[config.mk]
export PLATFORM = sky130hd
export DESIGN_NAME = button_press_decoder_flat
export DESIGN_NICKNAME = d
export VERILOG_FILES = /design/src/rtl/fof_pkg.sv /design/src/rtl/button_press_decoder_if.sv /design/src/rtl/button_press_decoder_sync_2ff.sv /design/src/rtl/button_press_decoder.sv /design/src/flat_wrapper.sv
export SDC_FILE = /design/constraint.sdc
export NUM_CORES = 1
export LEC_CHECK = 0
export ABC_AREA = 0
export ABC_CLOCK_PERIOD_IN_PS = 3200
export BUFFER_PORTS_ARGS = -buffer_cell sky130_fd_sc_hd__buf_2
export CAP_MARGIN = 25
export CELL_PAD_IN_SITES_DETAIL_PLACEMENT = 0
export CELL_PAD_IN_SITES_GLOBAL_PLACEMENT = 1
export CORE_AREA = 2 2 80 82
export CTS_CLUSTER_SIZE = 8
export DETAILED_ROUTE_END_ITERATION = 7
export DIE_AREA = 0 0 82 84
export PLACE_DENSITY_LB_ADDON = 0.1
export SETUP_SLACK_MARGIN = 0.1
export SYNTH_ARGS = -nofsm -noshare
export SYNTH_HDL_FRONTEND = slang
export SYNTH_SLANG_ARGS = --single-unit
[constraint.sdc]
create_clock -name clk -period 3.2 [get_ports clk]
set_input_delay 0.32 -clock clk [delete_from_list [all_inputs] [get_ports clk]]
set_output_delay 0.32 -clock clk [all_outputs]
set_load 0.005 [all_outputs]
[src/rtl/fof_pkg.sv]
// Shared constants for the front-panel button logic: FSM encoding and
// default timing derived from the system clock rate.
package fof_pkg;

    localparam logic [1:0] IDLE = 2'd0;
    localparam logic [1:0] DOWN = 2'd1;
    localparam logic [1:0] HELD = 2'd2;

    localparam int CLK_HZ = 100000000;

    // 10 ms debounce window and 1 s long-press threshold at CLK_HZ
    localparam int DEFAULT_DEBOUNCE_CYCLES = CLK_HZ / 100;
    localparam int DEFAULT_LONG_CYCLES     = CLK_HZ;

endpackage

[src/rtl/button_press_decoder_if.sv]
// Button pin and decoded event bundle. The decoder is the slave; the
// consumer of the events (and driver of the pin) is the master.
interface button_press_decoder_if;

    logic btn_in;
    logic btn_level;
    logic press_start;
    logic short_press;
    logic long_press;

    modport slave (
        input  btn_in,
        output btn_level,
        output press_start,
        output short_press,
        output long_press
    );

    modport master (
        output btn_in,
        input  btn_level,
        input  press_start,
        input  short_press,
        input  long_press
    );

endinterface

[src/rtl/button_press_decoder_sync_2ff.sv]
// Single-bit two-flop synchroniser for asynchronous board pins; resets to 0.
module sync_2ff (
    input  logic clk,
    input  logic rst,
    input  logic d,
    output logic q
);

    logic meta_p0;
    logic sync_p1;

    always_ff @(posedge clk) begin
        if (rst) begin
            meta_p0 <= 1'b0;
            sync_p1 <= 1'b0;
        end else begin
            meta_p0 <= d;
            sync_p1 <= meta_p0;
        end
    end

    assign q = sync_p1;

endmodule

[src/rtl/button_press_decoder.sv]
// Pushbutton front end: synchronise, debounce, then classify each press as
// short (released early) or long (held to threshold) with one-cycle pulses.
module button_press_decoder
    import fof_pkg::*;
#(
    parameter int DEBOUNCE_CYCLES = DEFAULT_DEBOUNCE_CYCLES,
    parameter int LONG_CYCLES     = DEFAULT_LONG_CYCLES,
    parameter bit ACTIVE_HIGH     = 1'b1
) (
    input  logic                  clk,
    input  logic                  rst,
    button_press_decoder_if.slave btn
);

    if (DEBOUNCE_CYCLES < 2 || LONG_CYCLES < 2) begin : g_param_check
        $error("button_press_decoder: DEBOUNCE_CYCLES and LONG_CYCLES must be >= 2");
    end

    localparam int DEB_W  = $clog2(DEBOUNCE_CYCLES);
    localparam int HOLD_W = $clog2(LONG_CYCLES);
    localparam logic [DEB_W-1:0]  DEB_MAX  = DEB_W'(DEBOUNCE_CYCLES - 1);
    localparam logic [HOLD_W-1:0] HOLD_MAX = HOLD_W'(LONG_CYCLES - 1);

    logic sync_q;
    logic sample;

    sync_2ff u_sync (
        .clk (clk),
        .rst (rst),
        .d   (btn.btn_in),
        .q   (sync_q)
    );

    assign sample = ACTIVE_HIGH ? sync_q : ~sync_q;

    // Debounce: level only moves after DEBOUNCE_CYCLES consecutive disagreeing samples
    logic [DEB_W-1:0] deb_cnt;
    logic             level_q;
    logic             differ;
    logic             deb_toggle;
    logic             level_rise;
    logic             level_fall;

    assign differ     = (sample != level_q);
    assign deb_toggle = differ && (deb_cnt == DEB_MAX);
    assign level_rise = deb_toggle && !level_q;
    assign level_fall = deb_toggle && level_q;

    always_ff @(posedge clk) begin
        if (rst) begin
            deb_cnt <= '0;
            level_q <= 1'b0;
        end else if (!differ) begin
            deb_cnt <= '0;
        end else if (deb_toggle) begin
            deb_cnt <= '0;
            level_q <= ~level_q;
        end else begin
            deb_cnt <= deb_cnt + 1'b1;
        end
    end

    // Press-duration FSM, driven by the same-edge level transitions
    logic [1:0]        state;
    logic [HOLD_W-1:0] hold_cnt;
    logic              press_start_q;
    logic              short_press_q;
    logic              long_press_q;

    always_ff @(posedge clk) begin
        if (rst) begin
            state         <= IDLE;
            hold_cnt      <= '0;
            press_start_q <= 1'b0;
            short_press_q <= 1'b0;
            long_press_q  <= 1'b0;
        end else begin
            press_start_q <= 1'b0;
            short_press_q <= 1'b0;
            long_press_q  <= 1'b0;
            case (state)
                IDLE: begin
                    if (level_rise) begin
                        state         <= DOWN;
                        hold_cnt      <= '0;
                        press_start_q <= 1'b1;
                    end
                end
                DOWN: begin
                    // Release takes priority over reaching the long threshold
                    if (level_fall) begin
                        state         <= IDLE;
                        short_press_q <= 1'b1;
                    end else if (hold_cnt == HOLD_MAX) begin
                        state        <= HELD;
                        long_press_q <= 1'b1;
                    end else begin
                        hold_cnt <= hold_cnt + 1'b1;
                    end
                end
                HELD: begin
                    if (level_fall) begin
                        state <= IDLE;
                    end
                end
                default: state <= IDLE;
            endcase
        end
    end

    assign btn.btn_level   = level_q;
    assign btn.press_start = press_start_q;
    assign btn.short_press = short_press_q;
    assign btn.long_press  = long_press_q;

endmodule

[src/flat_wrapper.sv]
// flat-port wrapper written by rule: the top's interface ports become plain ports
module button_press_decoder_flat import fof_pkg::*;
#(
    parameter int DEBOUNCE_CYCLES = DEFAULT_DEBOUNCE_CYCLES,
    parameter int LONG_CYCLES     = DEFAULT_LONG_CYCLES,
    parameter bit ACTIVE_HIGH     = 1'b1
)
  (clk, rst, btn_btn_in, btn_btn_level, btn_press_start, btn_short_press, btn_long_press);
  button_press_decoder_if btn_i ();
  input  logic clk;
  input  logic rst;
  input wire logic [$bits(btn_i.btn_in)-1:0] btn_btn_in;
  output wire logic [$bits(btn_i.btn_level)-1:0] btn_btn_level;
  output wire logic [$bits(btn_i.press_start)-1:0] btn_press_start;
  output wire logic [$bits(btn_i.short_press)-1:0] btn_short_press;
  output wire logic [$bits(btn_i.long_press)-1:0] btn_long_press;
  assign btn_i.btn_in = btn_btn_in;
  assign btn_btn_level = btn_i.btn_level;
  assign btn_press_start = btn_i.press_start;
  assign btn_short_press = btn_i.short_press;
  assign btn_long_press = btn_i.long_press;
  button_press_decoder #(.DEBOUNCE_CYCLES(DEBOUNCE_CYCLES), .LONG_CYCLES(LONG_CYCLES), .ACTIVE_HIGH(ACTIVE_HIGH)) u_core (.clk(clk), .rst(rst), .btn(btn_i));
endmodule
==> results.toml, run 1 <==
[clocking]
numCtsBuffers = 5
hold_buffers = 0
cts_resized = 0
clk_path_buf_depth = 2
clkSlewWorstSetupHoldPaths_ps = 100
htree_levels = 2
root_buffer = "clkbuf_8"
cts_sinks = 55
cts_setup_buffers = 0
cts_tree = "done"
clk_latency_ps = 310

[floorplanning]
die_area_sq_um = 6888
die_h_um = 84
io_pins = 7
start_util_pct = 45.69
dieWidth_um = 82
fp.coreArea_sq_um = 6096
std_cell_rows = 29

[grt]
grt_max_degree = 24
grt_first_pass_wirelength_mm = 11.53
grt-ovfl-total = 0
antenna_found_initial = 0
grt_pass1_vias = 2402
track_usage_pct = 21.57

[sta]
relSlewSlack_pct = 46.18
hold_violations = 0
tightest_slew_ps = 807.3
fin_crit_sh_pct = 87.26
setup_viol = 0
slew_viol_final = 0
post-route-min-period_ps = 2792
timing.fmax_ghz = 0.3581
rsz0062_at_grt = "false"
finClkSkew_ps = 13.40
fin_tns_setup_ps = 0

[layout]
fillers = 620
diodes = 0
mostFrequentLayoutCells = "dfxtp_1 (55), nor2_1 (40), nand2_1 (28)"
final_util_pct = 49.04
layout-drive-gt1-share_pct = 7.955
layout.cells.most_common = "dfxtp_1"
syn2layout_area_growth_pct = 7.323
nNetsFinal = 356

[synthesis]
ys_types = 51
synthMuxAreaShare_pct = 0
synth_compound_gate_area_share_pct = 17.92
syn_inst = 345
synth_warnings = 0
yosysTopAreaCell = "dfxtp_1"
synth_top_flop_cell = "dfxtp_1"
syn_area_sq_um = 2785
async_flop_share_pct = 0
synth_seq_cells = 55
synth_xor_area_share_pct = 6.289
synth-simple-area-share_pct = 31.18
synth_top_family_by_area = "simple AND/OR/NAND/NOR gates"
syn_avg_cell_area_sq_um = 8.073
yosysSeqAreaShare_pct = 39.53
synthAdderAreaFrac_pct = 0.8985
syn-num-nets = 350
synth_area_leaders = "dfxtp_1 (40%), nor2_1 (5.4%), xnor2_1 (5.0%)"
synth_edf_count = 0
synth_top_area_share_pct = 39.53

[worst_hold_path]
hp-class = "primary input to register"

[outcome]
status = "complete, no violations"

[worst_setup_path]
crit_top_cell = "or3_1"
cp.required_ps = 3420
cp_top_family = "simple AND/OR/NAND/NOR gates"
endpoint_kind = "register"
worst-path-buf-inv = 0
slowest_delay_ps = 580
worst_setup_path_start_kind = "register"
cp.arrival_ps = 3010
setup.worst_path.class = "register to register"
slowest_stage = "a211o_1"
cp_max_fo = 21
crit_chain = "ha_1 -> nand3_2 -> or3_1 -> or3_1 -> a211o_1 -> a221oi_1"

[power]
leakage_nw = 0.9025
peakVddDrop_v = 0.0001841
pwr_density_cell_nw_per_um2 = 359.0

[place]
hpwlAfterDp_mm = 4.820
io_buffers = 6
routabilityCongestion = 0.8028

[drt]
vias = 2518
drc = 0
routedWlPerCell_um = 15.87
via_per_inst = 5.869
detail-route-antenna-nets = 0
finalWirelength_mm = 6.808
drtPass1Iterations = 4
drt_iter0_drc = 96

[job]
drv_cap = 0
## routing by layer
metal / GRT usage, % / part of all wire [%] / up-vias
li1: - / - / 1270
met1: 28.16 / 45 / 1184
met2: 35.03 / 49 / 50
met3: 3.247 / 3.8 / 14
met4: 8.788 / 2.2 / 0
met5: 0 / 0 / -
## power breakdown
part	internal (mW)	switching, mW
sequential	0.685	0.000737
combinational	0.00338	0.0109
clock	0.154	0.218
## flip-flops by register name, indices dropped and copies added, names as in the netlist
register and flops:
u_core.btn.short_press 1, u_core.deb_cnt 20, u_core.state 2, u_core.btn.btn_level 1, u_core.u_sync.q 1, u_core.btn.long_press 1, u_core.btn.press_start 1, u_core.u_sync.meta_p0 1
u_core.hold_cnt 27
## synth_stat cells (all sizes together), types with 6 or more instances
master	number
a31oi	18
o21ai	11
nor2	40
and3	7
nor2b	6
nand3	20
inv	12
nand2	29
nand4	12
nor3	18
o21a	6
dfxtp	55
or3	7
o211ai	6
a21oi	13
clkbuf	12
nor4	7
xnor2	16
## worst reg2reg max path, stage by stage (launching register included)
cell	delay, ps
dfxtp_1	410
ha_1	240
nand3_2	160
or3_1	530
or3_1	430
a211o_1	580
a221oi_1	360
## through the flow
step           cell area [sq um]  power [mW]  worst slack (ps)  cells  hold WS [ps]
3_3_place_gp                2908      0.7169             512.6    421         425.3
5_1_grt                     2989       1.115             225.2    429         245.9
4_1_cts                     2989       1.089             437.3    429         203.0
6_report                    2989       1.073             407.6    429         207.0
3_5_place_dp                2908      0.7167             470.6    421         440.1
2_1_floorplan               2785      0.7136             781.2    345         412.9
## logic make-up (layout without fill, tap and decap cells)
| family | Yosys count | after routing |
|---|---|---|
| flip-flops | 55 | 55 |
| AND/OR/NAND/NOR | 167 | 167 |
| XOR/XNOR | 20 | 20 |
| adder cells (fa/ha/maj) | 2 | 2 |
| AO/OA/AOI/OAI | 73 | 73 |
| buffers and inverters | 28 | 35 |
## path summary, 6_finish.rpt
| kind | from | endpoint | slack (ps) | depth (start not counted) |
|---|---|---|---|---|
| setup / recovery | u_core.hold_cnt[0]$_SDFFE_PP0P_ | u_core.hold_cnt[18]$_SDFFE_PP0P_ | 410 | 6 |
| hold / removal | btn_btn_in | u_core.u_sync.meta_p0$_SDFF_PP0_ | 210 | 2 |
| setup reg to reg | u_core.hold_cnt[0]$_SDFFE_PP0P_ | u_core.hold_cnt[18]$_SDFFE_PP0P_ | 410 | 6 |
| hold reg to reg | u_core.deb_cnt[0]$_SDFF_PP0_ | u_core.deb_cnt[0]$_SDFF_PP0_ | 450 | 1 |
## area by class of cell
| class | instances | area, sq um | share of cell area (%) |
|---|---|---|---|
| clock buffer | 7 | 76.32 | 2.553 |
| clock inverter | 1 | 5.005 | 0.1674 |
| inverter | 12 | 45.04 | 1.507 |
| timing repair buffer | 15 | 97.59 | 3.265 |
| multi-input combinational | 262 | 1568 | 52.45 |
| tap | 77 | 96.34 | 3.223 |
| sequential | 55 | 1101 | 36.84 |
Note: power is estimated with default switching activity, not from simulation.
==> run 2: changes to the inputs <==
--- a/config.mk
+++ b/config.mk
@@ -7,7 +7,6 @@
 export LEC_CHECK = 0
 export ABC_AREA = 0
 export ABC_CLOCK_PERIOD_IN_PS = 3200
-export BUFFER_PORTS_ARGS = -buffer_cell sky130_fd_sc_hd__buf_2
 export CAP_MARGIN = 25
 export CELL_PAD_IN_SITES_DETAIL_PLACEMENT = 0
 export CELL_PAD_IN_SITES_GLOBAL_PLACEMENT = 1
@@ -15,6 +14,7 @@
 export CTS_CLUSTER_SIZE = 8
 export DETAILED_ROUTE_END_ITERATION = 7
 export DIE_AREA = 0 0 82 84
+export DONT_BUFFER_PORTS = 1
 export PLACE_DENSITY_LB_ADDON = 0.1
 export SETUP_SLACK_MARGIN = 0.1
 export SYNTH_ARGS = -nofsm -noshare
==> run 2 against run 1 <==
Count of clock-buffer cells in the layout is 2 lower. Sequential share of layout area is 0.25 points higher. Sequential cell count stayed put. Hold slack worse by 140 ps. Non-clock buffer count is 8 lower. Via count is 1.6% lower. Power is 8.1% higher. First-iteration DRC count is 19% higher. Register-to-register slack worse by 30 ps. Clock skew is 4.4 ps lower. Critical endpoint is now u_core.hold_cnt[20]$_SDFFE_PP0P_. Largest cell class unchanged. Highest routed layer unchanged.
==> results.toml, run 2 (synthesized netlist as in run 1, its figures left out) <==
[outcome]
status = "complete, no violations"

[layout]
diodes = 0
final_util_pct = 48.71
largest_reg_flops = 27
layout-drive-gt1-share_pct = 6.122
top_regs = "u_core.hold_cnt (27), u_core.deb_cnt (20), u_core.state (2)"
nNetsFinal = 348
layout.cells.most_common = "dfxtp_1"
largest-register = "u_core.hold_cnt"
mostFrequentLayoutCells = "dfxtp_1 (55), nor2_1 (40), nand2_1 (28)"
syn2layout_area_growth_pct = 6.604
fillers = 624

[grt]
grt_pass1_vias = 2346
grt_max_degree = 24
track_usage_pct = 20.60
grt-ovfl-total = 0
antenna_found_initial = 0
grt_first_pass_wirelength_mm = 11.18

[clocking]
clk_path_buf_depth = 2
cts_tree = "done"
root_buffer = "clkbuf_8"
clkSlewWorstSetupHoldPaths_ps = 100
cts_resized = 0
numCtsBuffers = 5
cts_setup_buffers = 0
hold_buffers = 0
clk_latency_ps = 310
cts_sinks = 55
htree_levels = 2

[floorplanning]
fp.coreArea_sq_um = 6096
die_h_um = 84
io_pins = 7
die_area_sq_um = 6888
start_util_pct = 45.69
dieWidth_um = 82
std_cell_rows = 29

[sta]
relSlewSlack_pct = 47.57
post-route-min-period_ps = 2822
hold_ws_ps = 63.31
timing.fmax_ghz = 0.3544
rsz0062_at_grt = "false"
fin_tns_setup_ps = 0
hold_violations = 0
fin_crit_sh_pct = 88.18
slew_viol_final = 0
finClkSkew_ps = 8.981
setup_viol = 0
tightest_slew_ps = 786.5

[drt]
finalWirelength_mm = 6.704
drt_iter0_drc = 114
route.met3.wl_um = 209
vias = 2477
top_layer_used = "met4"
drtPass1Iterations = 4
drc = 0
routedWlPerCell_um = 15.96
detail-route-antenna-nets = 0
via_per_inst = 5.898
met1Wirelength_mm = 3.156
route.met2.wl_mm = 3.255

[worst_setup_path]
worst_setup_path_start_kind = "register"
cp.arrival_ps = 3080
endpoint_kind = "register"
cp_max_fo = 23
setup.worst_path.class = "register to register"
r2r_setup_slack_ps = 380
cp.required_ps = 3460

[place]
hpwlAfterDp_mm = 4.611
io_buffers = 0
routabilityCongestion = 0.7856

[worst_hold_path]
hp-class = "primary input to register"

[power]
leakage_nw = 0.8693
power.total_mw = 1.159
peakVddDrop_v = 0.0001828
pwr_density_cell_nw_per_um2 = 390.5

[job]
drv_cap = 0
## run 2: cell count changes in the layout (fill, tap and decap cells not counted)
cell        before  now
buf_4            9    7
buf_2            6    0
bufinv_16        0    1
clkbuf_1         2    0
clkinv_2         1    0
clkinvlp_4       0    1
## run 2: stage by stage
| stage | instances | setup WS [ps] | instance area, sq um |
|---|---|---|---|
| 2_1_floorplan | 345 | 781.2 | 2785 |
| 3_3_place_gp | 413 | 408.1 | 2863 |
| 3_5_place_dp | 413 | 363.6 | 2863 |
| 4_1_cts | 420 | 357.6 | 2969 |
| 5_1_grt | 420 | 188.4 | 2969 |
| 6_report | 420 | 378.4 | 2969 |
## run 2: per-layer routing
layer  vias up  GRT usage (%)
li1       1262              -
met1      1162          26.07
met2        44          34.59
met3         9          3.680
met4         0          7.121
met5         -              0
## run 2: report_power, final
group	switching [mW]	internal (mW)	leakage [nW]
clock network	0.233	0.229	0.0502
logic	0.00844	0.00262	0.376
registers	0.000739	0.685	0.443
total	0.242	0.917	0.869
## run 2: area by class of cell
class	count	area (sq um)	area share, %
clock buffers	5	68.82	2.318
repair buffers	7	52.55	1.770
clock inverters	2	37.54	1.264
multi-input cells	262	1568	52.80
flip-flops and latches	55	1101	37.08
inverters	12	45.04	1.517
well taps	77	96.34	3.245
## run 2: worst max-delay path, stage by stage (launching register included)
cell and delay [ps]:
dfxtp_1 400, ha_1 240, nand3_2 150, or3_1 540, or3_1 430, buf_4 240, a211oi_1 550, o21a_1 210
## run 2: final timing paths
path / endpoint / start / depth (start not counted)
max: u_core.hold_cnt[20]$_SDFFE_PP0P_ / u_core.hold_cnt[0]$_SDFFE_PP0P_ / 7
min: u_core.btn.press_start$_SDFF_PP0_ / rst / 1
max reg2reg: u_core.hold_cnt[20]$_SDFFE_PP0P_ / u_core.hold_cnt[0]$_SDFFE_PP0P_ / 7
min reg2reg: u_core.deb_cnt[0]$_SDFF_PP0_ / u_core.deb_cnt[0]$_SDFF_PP0_ / 1
==> run 3: changes to the inputs <==
--- a/config.mk
+++ b/config.mk
@@ -5,15 +5,15 @@
 export SDC_FILE = /design/constraint.sdc
 export NUM_CORES = 1
 export LEC_CHECK = 0
-export ABC_AREA = 0
+export ABC_AREA = 1
 export ABC_CLOCK_PERIOD_IN_PS = 3200
 export CAP_MARGIN = 25
 export CELL_PAD_IN_SITES_DETAIL_PLACEMENT = 0
 export CELL_PAD_IN_SITES_GLOBAL_PLACEMENT = 1
-export CORE_AREA = 2 2 80 82
+export CORE_AREA = 2 2 89 91
 export CTS_CLUSTER_SIZE = 8
 export DETAILED_ROUTE_END_ITERATION = 7
-export DIE_AREA = 0 0 82 84
+export DIE_AREA = 0 0 91 93
 export DONT_BUFFER_PORTS = 1
 export PLACE_DENSITY_LB_ADDON = 0.1
 export SETUP_SLACK_MARGIN = 0.1
==> run 3 against run 2 <==
Routed wire length increased by 20%. Sequential cell count did not move. Critical endpoint is now u_core.hold_cnt[2]$_SDFFE_PP0P_. Global-route usage is 0.059 points higher. Synthesized cell count is 49% higher. Cell count increased by 45%. Critical path type unchanged. Non-clock buffer count is 7 lower.
==> results.toml, run 3 <==
[worst_setup_path]
worst_setup_path_start_kind = "register"
cp.required_ps = 3420
endpoint_kind = "register"
reg2reg_to = "u_core.hold_cnt[2]$_SDFFE_PP0P_"
slowest_stage = "nand2_4"
r2r_setup_slack_ps = 970
cp_max_fo = 25
reg2regPathDepth = 10
setup.worst_path.class = "register to register"
crit_chain = "ha_1 -> nand2_1 -> nor2_2 -> nand2_2 -> nor2_4 -> nand4_4 -> nand2_4 -> inv_1 -> nor2_1 -> nor2_1"
crit_top_cell = "nor2_1"
rr_startpoint = "u_core.deb_cnt[0]$_SDFF_PP0_"
cp.arrival_ps = 2450
slowest_delay_ps = 440

[grt]
grt_pass1_vias = 2893
grt_first_pass_wirelength_mm = 14.16
track_usage_pct = 20.66
antenna_found_initial = 0
grt-ovfl-total = 0
grt_max_degree = 30

[worst_hold_path]
min_path_cells = 1
min-delay-start = "rst"
min_to = "u_core.hold_cnt[16]$_SDFFE_PP0P_"
hp-class = "primary input to register"

[synthesis]
async_flop_share_pct = 0
synth_warnings = 0
synth_common_cells = "nand2_1 (134), nor2_1 (108), dfxtp_1 (55), inv_1 (50), nand3_1 (49)"
syn-num-nets = 518
synth_area_leaders = "dfxtp_1 (34%), nand2_1 (15%), nor2_1 (12%)"
yosysMostFrequentCell = "nand2_1"
syn_inst = 513
yosysTopAreaCell = "dfxtp_1"
synth_top_flop_cell = "dfxtp_1"
synth_top_area_share_pct = 33.70
yosysSeqAreaShare_pct = 33.70
synth_seq_cells = 55
synth_edf_count = 0
syn_avg_cell_area_sq_um = 6.368
syn_area_sq_um = 3267
ys_types = 33

[sta]
hold_violations = 0
rsz0062_at_grt = "false"
tightest_slew_ps = 802.3
fin_tns_setup_ps = 0
timing.fmax_ghz = 0.4486
slew_viol_final = 0
setup_viol = 0
finClkSkew_ps = 14.02
relSlewSlack_pct = 46.37
post-route-min-period_ps = 2229
fin_crit_sh_pct = 69.66
hold_ws_ps = 55.46
fin_ws_ps = 970.8

[layout]
largest-register = "u_core.hold_cnt"
diodes = 0
layout.cells.most_common = "nand2_1"
largest_reg_flops = 27
fillers = 856
top_regs = "u_core.hold_cnt (27), u_core.deb_cnt (20), u_core.state (2)"
syn2layout_area_growth_pct = 4.251
nNetsFinal = 511
mostFrequentLayoutCells = "nand2_1 (134), nor2_1 (108), dfxtp_1 (55)"
layout-drive-gt1-share_pct = 6.312

[place]
io_buffers = 0
hpwlAfterDp_mm = 5.895
routabilityCongestion = 0.8776
pre_cts_ws_ps = 999.1

[clocking]
clkSlewWorstSetupHoldPaths_ps = 110
cts_tree = "done"
htree_levels = 2
cts_sinks = 55
root_buffer = "clkbuf_8"
cts_setup_buffers = 0
cts_resized = 0
clk_path_buf_depth = 2
hold_buffers = 0
numCtsBuffers = 5
clk_latency_ps = 320

[floorplanning]
fp.coreArea_sq_um = 7527
die_h_um = 93
die_area_sq_um = 8463
io_pins = 7
std_cell_rows = 32
dieWidth_um = 91
start_util_pct = 43.40

[drt]
detail-route-antenna-nets = 0
vias = 3012
routedWlPerCell_um = 13.26
via_per_inst = 4.946
drtPass1Iterations = 5
drc = 0
drt_iter0_drc = 160
finalWirelength_mm = 8.075

[power]
peakVddDrop_v = 0.0001507
pwr_density_cell_nw_per_um2 = 329.2
leakage_nw = 1.121

[job]
drv_cap = 0

[outcome]
status = "complete, no violations"
## run 3: layer usage
metal | part of all wire, % | vias to the layer above | GRT usage, %
met4 | 1.2 | 0 | 5.303
met3 | 3.6 | 8 | 3.143
met5 | 0 | - | 0
met2 | 40 | 64 | 30.31
met1 | 55 | 1342 | 31.49
li1 | - | 1598 | -
## run 3: worst max-delay path by stage
stage / start / end / slack, ps / cells after the start
4_1_cts: u_core.deb_cnt[0]$_SDFF_PP0_ / u_core.hold_cnt[2]$_SDFFE_PP0P_ / 980 / 10
3_3_place_gp: u_core.deb_cnt[0]$_SDFF_PP0_ / u_core.hold_cnt[2]$_SDFFE_PP0P_ / 1050 / 10
5_1_grt: u_core.deb_cnt[0]$_SDFF_PP0_ / u_core.hold_cnt[2]$_SDFFE_PP0P_ / 720 / 10
3_5_place_dp: u_core.deb_cnt[0]$_SDFF_PP0_ / u_core.hold_cnt[2]$_SDFFE_PP0P_ / 1000 / 10
6_report: u_core.deb_cnt[0]$_SDFF_PP0_ / u_core.hold_cnt[2]$_SDFFE_PP0P_ / 970 / 10
2_1_floorplan: u_core.hold_cnt[0]$_SDFFE_PP0P_ / u_core.hold_cnt[22]$_SDFFE_PP0P_ / 1540 / 11
## run 3: worst max-delay path, delay by kind of cell (launching register included)
kind | cells | cell delay [ps]
AND/OR/NAND/NOR | 8 | 1450
flip-flops | 1 | 370
adder cells (fa/ha/maj) | 1 | 170
buffers and inverters | 1 | 140
## run 3: kinds of logic after synthesis
family | count (synthesis) | share of synthesized area (%)
compound gates | 33 | 5.323
xor+xnor | 21 | 5.630
fa+ha+maj | 2 | 0.7659
buf+inv | 67 | 8.962
flops | 55 | 33.70
simple gates | 335 | 45.61
## run 3: layout make-up
type	count	area, sq um	share of cell area (%)
clock buffers	6	82.58	2.425
clock inverters	2	17.52	0.5143
inverters	53	203.9	5.988
multi-input cells	391	1873	55.00
flip-flops and latches	55	1101	32.33
well taps	102	127.6	3.747
## run 3: metrics by stage
stage	instance area (sq um)	util (%)	std cells	power, mW
3_5_place_dp	3306	43.92	601	0.7101
3_3_place_gp	3306	43.92	601	0.7098
4_1_cts	3406	45.25	609	1.138
6_report	3406	45.25	609	1.121
5_1_grt	3406	45.25	609	1.165
2_1_floorplan	3267	-	513	0.7128
## run 3: where the power goes
part / leakage, nW / switching, mW / total [mW] / internal, mW
registers: 0.443 / 0.000731 / 0.686 / 0.686
clock network: 0.0522 / 0.245 / 0.427 / 0.182
logic: 0.626 / 0.00595 / 0.00802 / 0.00208
